**config.mk**
```make
export PLATFORM = sky130hd
export DESIGN_NAME = uart_tx_arbiter_flat
export DESIGN_NICKNAME = d
export VERILOG_FILES = /design/src/rtl/uart_pkg.sv /design/src/rtl/uart_tx_arbiter_if.sv /design/src/rtl/uart_tx_arbiter_rr_arbiter.sv /design/src/rtl/uart_tx_arbiter.sv /design/src/flat_wrapper.sv
export SDC_FILE = /design/constraint.sdc
export NUM_CORES = 1
export LEC_CHECK = 0
export CORE_ASPECT_RATIO = 0.5
export CORE_UTILIZATION = 39
export CTS_CLUSTER_DIAMETER = 120
export DETAILED_ROUTE_END_ITERATION = 10
export GPL_TIMING_DRIVEN = 0
export PLACE_DENSITY = 0.75
export SLEW_MARGIN = 20
export SYNTH_ARGS = -nofsm -noshare
export SYNTH_HDL_FRONTEND = slang
export SYNTH_SLANG_ARGS = --single-unit
```
**constraint.sdc**
```tcl
create_clock -name clk -period 5.3 [get_ports clk]
set_input_delay 0.53 -clock clk [delete_from_list [all_inputs] [get_ports clk]]
set_output_delay 0.53 -clock clk [all_outputs]
set_load 0.01 [all_outputs]
```
**src/rtl/uart_pkg.sv**
```systemverilog
// Shared FSM state type and frame constants for the uart_tx_arbiter block.
package uart_pkg;

    typedef enum logic [2:0] {
        ST_IDLE   = 3'd0,
        ST_WAIT   = 3'd1,
        ST_START  = 3'd2,
        ST_DATA   = 3'd3,
        ST_PARITY = 3'd4,
        ST_STOP   = 3'd5
    } state_e;

    localparam int   FRAME_BITS_PAR   = 11;
    localparam int   FRAME_BITS_NOPAR = 10;
    localparam logic IDLE_LEVEL       = 1'b1;

endpackage

```
**src/rtl/uart_tx_arbiter_if.sv**
```systemverilog
// Requester/serial-side bundle of uart_tx_arbiter; master = producers + baud source, slave = arbiter.
interface uart_tx_arbiter_if #(
    parameter int NUM_REQ = 4,
    parameter int DATA_W  = 8
);
    localparam int ID_W = $clog2(NUM_REQ);

    logic                      baud_tick;
    logic [NUM_REQ-1:0]        req;
    logic [NUM_REQ*DATA_W-1:0] data_in;
    logic [NUM_REQ-1:0]        grant;
    logic [ID_W-1:0]           grant_id;
    logic                      busy;
    logic                      tx;
    logic                      frame_done;

    modport master (
        output baud_tick, req, data_in,
        input  grant, grant_id, busy, tx, frame_done
    );

    modport slave (
        input  baud_tick, req, data_in,
        output grant, grant_id, busy, tx, frame_done
    );

endinterface

```
**src/rtl/uart_tx_arbiter_rr_arbiter.sv**
```systemverilog
// Combinational round-robin pick: first requester at or after ptr, wrapping.
module rr_arbiter #(
    parameter int NUM_REQ = 4,
    parameter int ID_W    = $clog2(NUM_REQ)
) (
    input  logic [NUM_REQ-1:0] req,
    input  logic [ID_W-1:0]    ptr,
    output logic [NUM_REQ-1:0] sel,
    output logic [ID_W-1:0]    sel_id
);

    logic            found_s;
    logic [ID_W-1:0] idx_s;

    // Scan from ptr upwards and keep the first active request.
    always_comb begin
        sel     = '0;
        sel_id  = '0;
        found_s = 1'b0;
        idx_s   = '0;
        for (int k = 0; k < NUM_REQ; k++) begin
            idx_s = ID_W'((int'(ptr) + k) % NUM_REQ);
            if (!found_s && req[idx_s]) begin
                found_s    = 1'b1;
                sel[idx_s] = 1'b1;
                sel_id     = idx_s;
            end else begin
                found_s = found_s;
            end
        end
    end

endmodule

```
**src/rtl/uart_tx_arbiter.sv**
```systemverilog
// Round-robin shared UART transmitter. Define UART_ARB_PARITY_EN for the 11-bit
// odd-parity frame; the default build sends 10-bit frames without parity.
module uart_tx_arbiter
    import uart_pkg::*;
#(
    parameter int NUM_REQ = 4,
    parameter int DATA_W  = 8
) (
    input  logic             clk,
    input  logic             reset,
    uart_tx_arbiter_if.slave bus
);

    localparam int ID_W  = $clog2(NUM_REQ);
    localparam int CNT_W = (DATA_W > 1) ? $clog2(DATA_W) : 1;
    localparam logic [CNT_W-1:0] LAST_BIT = CNT_W'(DATA_W - 1);

    state_e             state_q,    state_d;
    logic [NUM_REQ-1:0] grant_q,    grant_d;
    logic [ID_W-1:0]    grant_id_q, grant_id_d;
    logic [ID_W-1:0]    ptr_q,      ptr_d;
    logic               busy_q,     busy_d;
    logic               tx_q,       tx_d;
    logic               done_q,     done_d;
    logic [DATA_W-1:0]  shift_q,    shift_d;
    logic [CNT_W-1:0]   bitcnt_q,   bitcnt_d;
    logic [NUM_REQ-1:0] sel_s;
    logic [ID_W-1:0]    sel_id_s;
    logic [DATA_W-1:0]  sel_byte_s;

`ifdef UART_ARB_PARITY_EN
    logic par_q, par_d;

    function automatic logic odd_parity(input logic [DATA_W-1:0] d);
        return ~^d;
    endfunction
`endif

    rr_arbiter #(.NUM_REQ(NUM_REQ), .ID_W(ID_W)) u_rr (
        .req    (bus.req),
        .ptr    (ptr_q),
        .sel    (sel_s),
        .sel_id (sel_id_s)
    );

    // Byte of the requester the arbiter currently selects.
    always_comb begin
        sel_byte_s = '0;
        for (int i = 0; i < NUM_REQ; i++) begin
            sel_byte_s = sel_byte_s | ({DATA_W{sel_s[i]}} & bus.data_in[i*DATA_W +: DATA_W]);
        end
    end

    // Next-state and next-output logic of the frame FSM.
    always_comb begin
        state_d    = state_q;
        grant_d    = '0;
        grant_id_d = grant_id_q;
        ptr_d      = ptr_q;
        busy_d     = busy_q;
        tx_d       = tx_q;
        done_d     = 1'b0;
        shift_d    = shift_q;
        bitcnt_d   = bitcnt_q;
`ifdef UART_ARB_PARITY_EN
        par_d      = par_q;
`endif
        case (state_q)
            ST_IDLE: begin
                tx_d = IDLE_LEVEL;
                if (|bus.req) begin
                    grant_d    = sel_s;
                    grant_id_d = sel_id_s;
                    shift_d    = sel_byte_s;
                    busy_d     = 1'b1;
                    ptr_d      = (sel_id_s == ID_W'(NUM_REQ - 1)) ? '0 : sel_id_s + ID_W'(1);
`ifdef UART_ARB_PARITY_EN
                    par_d      = odd_parity(sel_byte_s);
`endif
                    state_d    = ST_WAIT;
                end else begin
                    state_d = ST_IDLE;
                end
            end
            // A tick landing in the grant cycle is ignored so the start bit is a full period.
            ST_WAIT: begin
                if (bus.baud_tick && (grant_q == '0)) begin
                    tx_d    = 1'b0;
                    state_d = ST_START;
                end else begin
                    state_d = ST_WAIT;
                end
            end
            ST_START: begin
                if (bus.baud_tick) begin
                    tx_d     = shift_q[0];
                    shift_d  = {1'b0, shift_q[DATA_W-1:1]};
                    bitcnt_d = '0;
                    state_d  = ST_DATA;
                end else begin
                    state_d = ST_START;
                end
            end
            ST_DATA: begin
                if (bus.baud_tick) begin
                    if (bitcnt_q == LAST_BIT) begin
`ifdef UART_ARB_PARITY_EN
                        tx_d    = par_q;
                        state_d = ST_PARITY;
`else
                        tx_d    = IDLE_LEVEL;
                        state_d = ST_STOP;
`endif
                    end else begin
                        tx_d     = shift_q[0];
                        shift_d  = {1'b0, shift_q[DATA_W-1:1]};
                        bitcnt_d = bitcnt_q + CNT_W'(1);
                    end
                end else begin
                    state_d = ST_DATA;
                end
            end
`ifdef UART_ARB_PARITY_EN
            ST_PARITY: begin
                if (bus.baud_tick) begin
                    tx_d    = IDLE_LEVEL;
                    state_d = ST_STOP;
                end else begin
                    state_d = ST_PARITY;
                end
            end
`endif
            ST_STOP: begin
                if (bus.baud_tick) begin
                    done_d  = 1'b1;
                    busy_d  = 1'b0;
                    state_d = ST_IDLE;
                end else begin
                    state_d = ST_STOP;
                end
            end
            default: begin
                tx_d    = IDLE_LEVEL;
                busy_d  = 1'b0;
                state_d = ST_IDLE;
            end
        endcase
    end

    // State and output registers; reset aborts any frame and parks the line high.
    always_ff @(posedge clk or negedge reset) begin
        if (!reset) begin
            state_q    <= ST_IDLE;
            grant_q    <= '0;
            grant_id_q <= '0;
            ptr_q      <= '0;
            busy_q     <= 1'b0;
            tx_q       <= IDLE_LEVEL;
            done_q     <= 1'b0;
            shift_q    <= '0;
            bitcnt_q   <= '0;
`ifdef UART_ARB_PARITY_EN
            par_q      <= 1'b0;
`endif
        end else begin
            state_q    <= state_d;
            grant_q    <= grant_d;
            grant_id_q <= grant_id_d;
            ptr_q      <= ptr_d;
            busy_q     <= busy_d;
            tx_q       <= tx_d;
            done_q     <= done_d;
            shift_q    <= shift_d;
            bitcnt_q   <= bitcnt_d;
`ifdef UART_ARB_PARITY_EN
            par_q      <= par_d;
`endif
        end
    end

    assign bus.grant      = grant_q;
    assign bus.grant_id   = grant_id_q;
    assign bus.busy       = busy_q;
    assign bus.tx         = tx_q;
    assign bus.frame_done = done_q;

endmodule

```
**src/flat_wrapper.sv**
```systemverilog
// flat-port wrapper written by rule: the top's interface ports become plain ports
module uart_tx_arbiter_flat import uart_pkg::*;
#(
    parameter int NUM_REQ = 4,
    parameter int DATA_W  = 8
)
  (clk, reset, bus_baud_tick, bus_req, bus_data_in, bus_grant, bus_grant_id, bus_busy, bus_tx, bus_frame_done);
  uart_tx_arbiter_if #(.NUM_REQ(NUM_REQ), .DATA_W(DATA_W)) bus_i ();
  input  logic clk;
  input  logic reset;
  input wire logic [$bits(bus_i.baud_tick)-1:0] bus_baud_tick;
  input wire logic [$bits(bus_i.req)-1:0] bus_req;
  input wire logic [$bits(bus_i.data_in)-1:0] bus_data_in;
  output wire logic [$bits(bus_i.grant)-1:0] bus_grant;
  output wire logic [$bits(bus_i.grant_id)-1:0] bus_grant_id;
  output wire logic [$bits(bus_i.busy)-1:0] bus_busy;
  output wire logic [$bits(bus_i.tx)-1:0] bus_tx;
  output wire logic [$bits(bus_i.frame_done)-1:0] bus_frame_done;
  assign bus_i.baud_tick = bus_baud_tick;
  assign bus_i.req = bus_req;
  assign bus_i.data_in = bus_data_in;
  assign bus_grant = bus_i.grant;
  assign bus_grant_id = bus_i.grant_id;
  assign bus_busy = bus_i.busy;
  assign bus_tx = bus_i.tx;
  assign bus_frame_done = bus_i.frame_done;
  uart_tx_arbiter #(.NUM_REQ(NUM_REQ), .DATA_W(DATA_W)) u_core (.clk(clk), .reset(reset), .bus(bus_i));
endmodule
```
==> results.md <==
- The run finished with clean final reports.
- The number of design rule violations left after detail routing is 0.
- For the worst setup path, the data arrival time is 3.74 ns.
- The highest clock frequency the design can meet is 279 MHz.
- The peak fanout along the critical path is 10.
- At the pin with the least slew margin, the transition time is 0.592 ns.
- The total inserted antenna cells is 0.
- The die outline height is 52.9 um.
- The flop and latch count out of synthesis is 25.
- The peak supply drop is 0.213 mV.
- The number of placement rows is 18.
- The horizontal die dimension is 104 um.
- The aggregate routed wire length is 5.12 mm.
- The total area inside the core boundary comes to 4950 sq um.
- The cell sitting at the root of the clock tree is a sky130_fd_sc_hd__clkbuf_8.
- The max capacitance violation total is 0.
- The final period demand of the worst path is 3.59 ns.
- For this run, the leading register cell type out of synthesis is sky130_fd_sc_hd__dfrtp_1.
- The post-CTS setup repair buffer count is 0.
- During synthesis, Yosys emitted a total of 0 warnings.
- The final weighted congestion in routability-driven placement is 0.797.
- Headroom to the max-slew limit came out at 60.1%.
- The fill cell instance count of the final layout is 454.
- Clock tree synthesis found a total of 25 sinks.
- The post-detailed-route via-to-cell ratio is 5.60.
- The placed instance count is 338.
- The cell occurring most often along the worst timing path is sky130_fd_sc_hd__buf_2.
- The post-synthesis cell type count is 51.
- Clock-pin slew was measured on the worst setup and hold paths at 0.09 ns.
- The number of hold-slack violations in the final timing report is 0.
- The required time at the endpoint of the critical path is 5.45 ns.
- The number of antenna violations at the first check in global routing was 0.
- Cells with a size suffix above 1 make up 12.5% of the layout.
- The count of hold buffers inserted by post-cts repair is 0.
- The count of buffers added on input and output ports is 46.
- The CTS buffer count is 3.
- The pre-CTS setup slack is 1.71 ns.
- The die area is 5480 sq um.
- The total number of vias is 1,914.
- A synthesized cell averages 9.09 sq um.
- The final-report max-slew violation count is 0.
- For the final database, setup skew stands at 0.00158 ns.
- The number of gates resized after CTS is 0.
- The count of endpoints failing setup in the final report is 0.
- The latest clock arrival within the worst-skew pair is 0.28 ns.
- The top-level port count is 48.
- The kind of capture point of the worst setup path is a register.
- The net count of the finished layout is 321.
- Yosys mapped a number of flops with a built-in enable equal to 0.
- The post-route core utilization is 52.7%.
- After the first detailed-routing iteration, the DRC count stood at 87.
- The first global-routing pass estimated 8.34 mm of wire.
- The post-route antenna net violation count is 0.
- The design draws 1.39 mW.
- The maximum count of clock buffers along a single path is 2.
- The maximum level of the CTS H-tree is 1.
- The post-route worst setup slack is 1.71 ns.
- The routed length per instance is 15.0 um.
- The pre-antenna-repair detailed-routing pass consisted of 4 iterations.
- From synthesis to final layout, the design area changed by 29.3%.
- Walking the worst path, the cells encountered are buf_6 > buf_2 > inv_1 > ha_1 > buf_2 > mux2_1 > and3_1 > o311ai_0 > nand2_1 > a22oi_1 > a31oi_1.
- The class of the most critical setup path is register to register.
- After synthesis, flip-flops and latches occupy 31.1% of the total area.
- Once detailed placement completed, the half-perimeter wirelength came to 3.85 mm.
- The largest net degree at the start of global routing is 26.
- Setup total negative slack on the finished layout was measured at 0 ns.
- The leakage power is 1.06 nW.
- On the worst path, the slowest cell contributes a delay of 0.48 ns.
- The netlist area before placement is 2020 sq um.
- Setup repair after global routing left no endpoint under its margin.
- The post-synth net total is 270.
- The via count of the first global-routing pass was 1,803.
- The nature of the critical path startpoint is a register.
- Of all flip-flops after synthesis, the portion carrying an async set or reset was 100%.
- The power density over cell area is 531 nW/um^2.
- The class of the tightest hold or removal check is primary input to async pin.
- For this configuration, the core starts out at a cell density of 40.7%.
- Global routing used 19.0% of the available tracks across all layers.
- The number of cells in the finished layout apart from fillers is 342.
- The clock tree from TritonCTS is done.
- The worst-path cell with the longest stage delay is sky130_fd_sc_hd__o311ai_0.
- The post-synthesis instance total is 222.
- The overall overflow remaining after global route is 0.
- Of the available clock period, the critical path in the final layout requires 67.7%.
## worst max-delay path: cells and delay by family (launching register included)
family	cells	cell delay, ns
buffers and inverters	4	0.83
adder cells (fa/ha/maj)	1	0.37
AO/OA/AOI/OAI	3	0.83
multiplexers	1	0.41
flip-flops	1	0.47
AND/OR/NAND/NOR	2	0.54
## registers in the layout, indices dropped and copies added (netlist names), named ones only
signal                 cells
u_core.shift_q             8
u_core.bus.busy            1
u_core.state_q             3
u_core.bus.grant           4
u_core.bitcnt_q            3
u_core.ptr_q               1
u_core.bus.grant_id        2
u_core.bus.tx              1
u_core.bus.frame_done      1
## metal layers
layer  routed length, um  vias to the layer above  global-route usage (%)
met5                   0                        -                       0
met4                  34                        0                    3.57
met3                 194                        6                    3.08
met2                2490                       40                    35.6
met1                2400                      938                    24.0
li1                    -                      930                       -
## through the flow
| step | area (sq um) | hold WS, ns |
|---|---|---|
| 6_report | 2610 | 0.231 |
| 3_3_place_gp | 2570 | 0.474 |
| 5_1_grt | 2610 | 0.272 |
| 4_1_cts | 2620 | 0.497 |
| 2_1_floorplan | 2020 | 0.234 |
| 3_5_place_dp | 2570 | 0.484 |
## placed cells by master, fill, tap and decap left out, types with 7 or more instances in the layout
| cell | instances |
|---|---|
| sky130_fd_sc_hd__nand3b_1 | 7 |
| sky130_fd_sc_hd__nor2_1 | 7 |
| sky130_fd_sc_hd__a31oi_1 | 7 |
| sky130_fd_sc_hd__a221oi_1 | 7 |
| sky130_fd_sc_hd__o21ai_0 | 16 |
| sky130_fd_sc_hd__clkdlybuf4s50_1 | 45 |
| sky130_fd_sc_hd__nand2_1 | 26 |
| sky130_fd_sc_hd__ha_1 | 9 |
| sky130_fd_sc_hd__a21oi_1 | 8 |
| sky130_fd_sc_hd__clkbuf_1 | 9 |
| sky130_fd_sc_hd__dfrtp_1 | 24 |
| sky130_fd_sc_hd__a22oi_1 | 9 |
## layout make-up
type,instances,area [sq um],area share [%]
Clock buffer,3,41.3,1.58
Tap cell,70,87.6,3.36
Timing Repair Buffer,46,455,17.4
Inverter,6,22.5,0.863
Clock inverter,1,7.51,0.288
Sequential cell,25,627,24.0
Multi-Input combinational cell,172,1250,48.0
Buffer,19,115,4.41
## synthesized netlist by cell type (3+ instances only)
master	instances	area (sq um)
sky130_fd_sc_hd__mux2_2	5	56.3
sky130_fd_sc_hd__o22ai_1	3	18.8
sky130_fd_sc_hd__buf_2	5	25.0
sky130_fd_sc_hd__and2_1	6	37.5
sky130_fd_sc_hd__buf_6	5	56.3
sky130_fd_sc_hd__mux2i_1	3	30.0
sky130_fd_sc_hd__nand2b_1	4	25.0
sky130_fd_sc_hd__ha_1	9	113
sky130_fd_sc_hd__nor2b_1	6	37.5
sky130_fd_sc_hd__nand2_1	26	97.6
sky130_fd_sc_hd__nand3b_1	7	52.6
sky130_fd_sc_hd__dfrtp_1	24	601
sky130_fd_sc_hd__o21ai_0	16	80.1
sky130_fd_sc_hd__and3_1	3	18.8
sky130_fd_sc_hd__a31oi_1	7	43.8
sky130_fd_sc_hd__a221oi_1	7	61.3
sky130_fd_sc_hd__nand3_1	5	25.0
sky130_fd_sc_hd__a22oi_1	9	67.6
sky130_fd_sc_hd__nor2_1	7	26.3
sky130_fd_sc_hd__mux4_2	4	90.1
sky130_fd_sc_hd__a22o_1	3	26.3
sky130_fd_sc_hd__a21oi_1	8	40.0
sky130_fd_sc_hd__nor3_1	3	15.0
sky130_fd_sc_hd__clkbuf_1	9	33.8
sky130_fd_sc_hd__inv_1	6	22.5
## cell families after synthesis
kind of cell,share of synthesized area (%)
muxes,9.30
and+or+nand+nor,19.7
DFF,31.1
buffers and inverters,6.82
AOI/OAI and AO/OA,26.7
xor gates and xnor gates,0.868
adders and majority gates,5.58
## worst paths after layout
path	start	end	slack [ns]	cells after the start
max	register	u_core.shift_q[0]	1.71	11
min	reset	u_core.bus.grant_id[1]	0.23	1
max reg2reg	register	u_core.shift_q[0]	1.71	11
min reg2reg	u_core.bus.tx	u_core.bus.tx	0.50	2
max in group asynchronous	reset	u_core.bus.tx	4.70	1
min in group clk	u_core.bus.tx	u_core.bus.tx	0.50	2
## power breakdown
part / internal [mW] / switching [mW] / total (mW)
Sequential: 0.261 / 0.0570 / 0.318
Combinational: 0.428 / 0.521 / 0.949
Clock: 0.0534 / 0.0657 / 0.119
Total: 0.743 / 0.643 / 1.39
Power figures use the tool's default switching activity.
